==> src/rtl/led_serial_driver.sv <==
// Serial LED / 7-segment chain driver: valid/ready word in, divided led_clk/led_do out, led_pen latch.
// Optional auto-refresh of the last word is compiled in with `define LED_REFRESH_EN.
module led_serial_driver #(
    parameter int DATA_W      = 16,
    parameter int DIV         = 4,
    parameter bit MSB_FIRST   = 1'b1,
    parameter int REFRESH_CYC = 1024
) (
    input  logic              clk,
    input  logic              reset,
    input  logic [DATA_W-1:0] din,
    input  logic              din_valid,
    output logic              din_ready,
    output logic              busy,
    output logic              frame_done,
    output logic              led_clk,
    output logic              led_do,
    output logic              led_clr,
    output logic              led_pen
);

    localparam int PER = 2 * DIV;
    localparam int CW  = $clog2(PER);
    localparam int BW  = (DATA_W > 1) ? $clog2(DATA_W) : 1;

    localparam logic [CW-1:0] PER_LAST = CW'(PER - 1);
    localparam logic [CW-1:0] HALF     = CW'(DIV);
    localparam logic [BW-1:0] BIT_LAST = BW'(DATA_W - 1);

    typedef enum logic [1:0] {
        S_CLR,
        S_IDLE,
        S_SHIFT,
        S_LATCH
    } state_t;

    state_t r_state;
    state_t w_next;

    logic [CW-1:0]     r_cnt;
    logic [BW-1:0]     r_bit;
    logic [DATA_W-1:0] r_sr;
    logic              r_do;
    logic              r_done;

    logic              w_hs;
    logic              w_refresh;
    logic              w_start;
    logic              w_per_end;
    logic [DATA_W-1:0] w_word;
    logic [DATA_W-1:0] w_sr_adv;
    logic              w_first_ld;
    logic              w_first_adv;

    assign w_hs      = (r_state == S_IDLE) && din_valid;
    assign w_start   = w_hs || w_refresh;
    assign w_per_end = (r_cnt == PER_LAST);

`ifdef LED_REFRESH_EN
    localparam int IW = $clog2(REFRESH_CYC + 1);

    logic [IW-1:0]     r_idle;
    logic [DATA_W-1:0] r_last;

    // a same-cycle handshake beats the refresh
    assign w_refresh = (r_state == S_IDLE) && !din_valid
                     && (r_idle == IW'(REFRESH_CYC - 1));
    assign w_word    = w_hs ? din : r_last;

    always_ff @(posedge clk or negedge reset) begin
        if (!reset) begin
            r_idle <= '0;
            r_last <= '0;
        end else begin
            if (r_state == S_IDLE) begin
                if (w_start) begin
                    r_idle <= '0;
                end else begin
                    r_idle <= r_idle + 1'b1;
                end
            end
            if (w_hs) begin
                r_last <= din;
            end
        end
    end
`else
    logic w_unused_refresh;

    assign w_unused_refresh = (REFRESH_CYC > 0);
    assign w_refresh        = 1'b0;
    assign w_word           = din;
`endif

    assign w_sr_adv    = MSB_FIRST ? (r_sr << 1) : (r_sr >> 1);
    assign w_first_ld  = MSB_FIRST ? w_word[DATA_W-1] : w_word[0];
    assign w_first_adv = MSB_FIRST ? w_sr_adv[DATA_W-1] : w_sr_adv[0];

    always_ff @(posedge clk or negedge reset) begin
        if (!reset) begin
            r_state <= S_CLR;
        end else begin
            r_state <= w_next;
        end
    end

    always_comb begin
        w_next = r_state;
        unique case (r_state)
            S_CLR:   if (w_per_end) w_next = S_IDLE;
            S_IDLE:  if (w_start) w_next = S_SHIFT;
            S_SHIFT: if (w_per_end && (r_bit == BIT_LAST)) w_next = S_LATCH;
            S_LATCH: if (w_per_end) w_next = S_IDLE;
            default: w_next = S_CLR;
        endcase
    end

    always_comb begin
        din_ready = 1'b0;
        busy      = 1'b1;
        led_clk   = 1'b0;
        led_pen   = 1'b0;
        led_clr   = 1'b1;
        unique case (r_state)
            S_CLR:   led_clr = 1'b0;
            S_IDLE: begin
                din_ready = 1'b1;
                busy      = 1'b0;
            end
            S_SHIFT: led_clk = (r_cnt >= HALF);
            S_LATCH: led_pen = 1'b1;
            default: led_clr = 1'b0;
        endcase
    end

    assign led_do     = r_do;
    assign frame_done = r_done;

    always_ff @(posedge clk or negedge reset) begin
        if (!reset) begin
            r_cnt  <= '0;
            r_bit  <= '0;
            r_sr   <= '0;
            r_do   <= 1'b0;
            r_done <= 1'b0;
        end else begin
            r_done <= (r_state == S_LATCH) && w_per_end;
            unique case (r_state)
                S_IDLE: begin
                    r_cnt <= '0;
                    r_bit <= '0;
                    if (w_start) begin
                        r_sr <= w_word;
                        r_do <= w_first_ld;
                    end
                end
                S_SHIFT: begin
                    r_cnt <= w_per_end ? '0 : r_cnt + 1'b1;
                    if (w_per_end) begin
                        r_sr <= w_sr_adv;
                        // led_do keeps the final bit once the word is out
                        if (r_bit != BIT_LAST) begin
                            r_bit <= r_bit + 1'b1;
                            r_do  <= w_first_adv;
                        end else begin
                            r_bit <= '0;
                        end
                    end
                end
                default: r_cnt <= w_per_end ? '0 : r_cnt + 1'b1;
            endcase
        end
    end

endmodule

==> config.mk <==
export PLATFORM = sky130hd
export DESIGN_NAME = led_serial_driver
export DESIGN_NICKNAME = d
export VERILOG_FILES = /design/src/rtl/led_serial_driver.sv
export SDC_FILE = /design/constraint.sdc
export NUM_CORES = 1
export LEC_CHECK = 0
export ABC_AREA = 1
export CORE_MARGIN = 3
export CORE_UTILIZATION = 35
export DETAILED_ROUTE_END_ITERATION = 7
export DONT_BUFFER_PORTS = 1
export PLACE_DENSITY = 0.54
export SLEW_MARGIN = 20
export SYNTH_ARGS = -nofsm -noshare
export SYNTH_HDL_FRONTEND = slang
export SYNTH_SLANG_ARGS = --single-unit
==> constraint.sdc <==
create_clock -name clk -period 1.8 [get_ports clk]
set_input_delay 0.54 -clock clk [delete_from_list [all_inputs] [get_ports clk]]
set_output_delay 0.54 -clock clk [all_outputs]
set_load 0.005 [all_outputs]
==> flow_summary_export.csv <==
group,metric,value,unit
synth,synth.most_common_cell,"nand2_1",
sta,finalCriticalPeriod,1.72,ns
grt,grt_overflow,0,
die,start_util,37.5,%
worst_setup_path,endpoint,"busy",
final_layout,n_antenna_cell,0,
final_layout,fin_nets,193,
worst_setup_path,worst_r2r_startpoint,"r_cnt[0]",
worst_setup_path,cp.required,1.26,ns
grt,antenna_found_initial,0,
placed_design,dpl_cell_area,1490,µm²
worst_setup_path,worstRegToRegCells,8,
synth,synth_cells,158,
pwr,power,0.00276,W
worst_setup_path,crit_start,"r_state[1]",
worst_setup_path,cpMostUsedCell,"inv_1",
synth,synth_edf_count,0,
synth,yosysTopAreaCell,"dfrtp_1",
cts,numCtsBuffers,3,
worst_setup_path,end_kind,"output port",
cts,cts_tree,"yes",
synth,synth_top_area_share,45.7,%
placed_design,globalplace.congestion,0.726,
cts,htree_levels,1,
placed_design,dp.cells,206,
final_layout,drive_above_1_share,29.9,%
placed_design,port_buffers,0,
cts,clockRootBuffer,"clkbuf_8",
synth,synth_area_per_cell,9.02,µm²
detailed_routing,drt_iter0_drc,36,
cts,clock_latency,0.27,ns
cts,cts.clk_slew.worst_paths,0.09,ns
die,die_h,69.8,µm
final_layout,fin_cells,212,
detailed_routing,drc,0,
sta,fin_skew,0.00192,ns
synth,ys_seq_elements,26,
grt,grt_pass1_wl,5010,µm
worst_setup_path,slowest_delay,0.41,ns
worst_setup_path,cp-start-kind,"flip-flop",
worst_setup_path,arrival,1.18,ns
flow_run,drv_cap,0,
worst_setup_path,crit_slowest_cell,"dfrtp_1",
synth,yosysSeqAreaShare,45.7,%
pwr,worst_ir_drop_vdd,531,µV
sta,tightest_slew,0.249,ns
sta,setup_viol,0,
placed_design,place_hpwl,2130,µm
sta,slew_headroom,83.3,%
sta,clock.fmax,0.580,GHz
worst_setup_path,worstPathCellList,"inv_1, ha_4, buf_4, inv_1",
worst_setup_path,path_max_fanout,4,
detailed_routing,drt-vias-per-instance,4.86,
grt,grt_max_degree,27,
synth,synth_top_cells_by_count,"nand2_1 (36), dfrtp_1 (26), o21ai_0 (16), o21ai_2 (15)",
synth,synth_fp_nets,186,
synth,yosysWarnings,0,
synth,synth_top_flop_cell,"dfrtp_1",
die,rows,22,
sta,slew_violations,0,
worst_setup_path,reg2reg_to,"r_sr[0]",
worst_setup_path,crit_type,"flip-flop to output port",
die,die-area,4870,µm²
synth,async_reset_ff_share,100,%
final_layout,design_area,1600,µm²
final_layout,nFillCells,382,
worst_setup_path,r2r_setup_slack,0.26,ns
sta,fin_crit_sh,95.8,%
grt,grt_pass1_vias,1089,
final_layout,finish.utilization,42.0,%
detailed_routing,ant_nets,0,
detailed_routing,drt_pass1_iterations,4,
synth,ys_types,20,
die,die_x,69.8,µm
run_status,status,"completed",
die,ios,26,
pwr,p_per_area,1730,nW/µm²
synth,synth.area.top_cells,"dfrtp_1 (46%), nand2_1 (9.5%), o21ai_2 (9.2%)",
sta,finalSetupTns,0,ns
pwr,p_leak,0.803,nW
synth,syn-cell-area,1430,µm²
cts,cts.sinks,26,
die,fp.coreArea,3800,µm²
detailed_routing,vias,1030,
sta,hold_violations,0,
detailed_routing,wirelength,2810,µm
worst_hold_path,min_path_type,"input pin to asynchronous set/reset pin",
detailed_routing,wire_per_inst,13.2,µm
cts,cts.path.max_buffers,2,
sta,rsz0062_at_grt,"no",
final_layout,area_delta_synth_final,12.0,%
grt,track_usage,12.7,%
[sequential cells by signal (all words and copies together) (netlist names)]
name / cells
r_bit: 4
led_do: 1
r_state: 2
frame_done: 1
r_cnt: 3
r_sr: 15
[layer usage]
metal | vias up | routed length [µm] | GRT usage [%]
met1 | 482 | 1310 | 17.4
met2 | 18 | 1360 | 19.5
met3 | 5 | 85 | 2.61
met4 | 0 | 56 | 5.11
li1 | 525 | - | -
met5 | - | 0 | 0
[stage by stage]
stage	hold slack, ns	setup WS (ns)
after CTS	0.0689	-0.0233
after detailed placement	0.245	0.172
after global routing	0.0637	0.0135
final	0.0664	0.0760
after global placement	0.245	0.229
after floorplan	0.244	0.189
[worst max-delay path, delay by kind of cell (launching register included)]
kind | cells | cell delay (ns)
fa+ha+maj | 1 | 0.19
buf+inv | 3 | 0.31
flops | 1 | 0.41
[area by class of cell]
type                       instances  area (µm²)  share of cell area (%)
timing repair buffer               7        77.6                    4.86
clock buffer                       4        55.1                    3.45
inverter                          15        56.3                    3.53
tap                               48        60.1                    3.76
multi-input combinational        112         696                    43.6
sequential                        26         652                    40.8
[repair_timing]
action,4_1_cts,5_1_grt
setup endpoints to repair,2,2
endpoints found under the hold margin,26,0
hold buffers,1,0
resized for setup,2,4
buffers inserted,0,1
[cell families after synthesis]
logic type | count (synthesis) | synth area share, %
simple gates | 69 | 23.1
compound gates | 34 | 16.1
flops | 26 | 45.7
buf+inv | 20 | 7.29
fa+ha+maj | 9 | 7.90
[power breakdown]
| part | internal (W) | switching (W) |
|---|---|---|
| Clock | 0.000196 | 0.000193 |
| Combinational | 0.000592 | 0.000791 |
| Sequential | 0.000834 | 0.000149 |
[worst min path at each step]
| stage | endpoint | slack [ns] | depth (start not counted) |
|---|---|---|---|
| after floorplan | frame_done | 0.24 | 0 |
| after global placement | r_bit[3] | 0.25 | 0 |
| after detailed placement | r_bit[3] | 0.25 | 0 |
| after CTS | r_sr[11] | 0.07 | 1 |
| after global routing | r_sr[11] | 0.06 | 1 |
| final | r_sr[11] | 0.07 | 1 |
[placed cells by master, fill, tap and decap left out]
cell type / count
ha_1: 7
o21a_1: 1
nand2_1: 36
inv_2: 2
nor3_1: 1
nand2_2: 2
nand3_1: 7
nand2_4: 2
buf_4: 5
nand4_1: 2
clkbuf_8: 4
nor2_1: 5
buf_12: 2
dfrtp_1: 25
inv_1: 13
or2_2: 14
o21ai_0: 16
o21ai_2: 15
dfrtp_2: 1
a21oi_1: 2
ha_4: 2
Note: power is estimated with default switching activity, not from simulation.
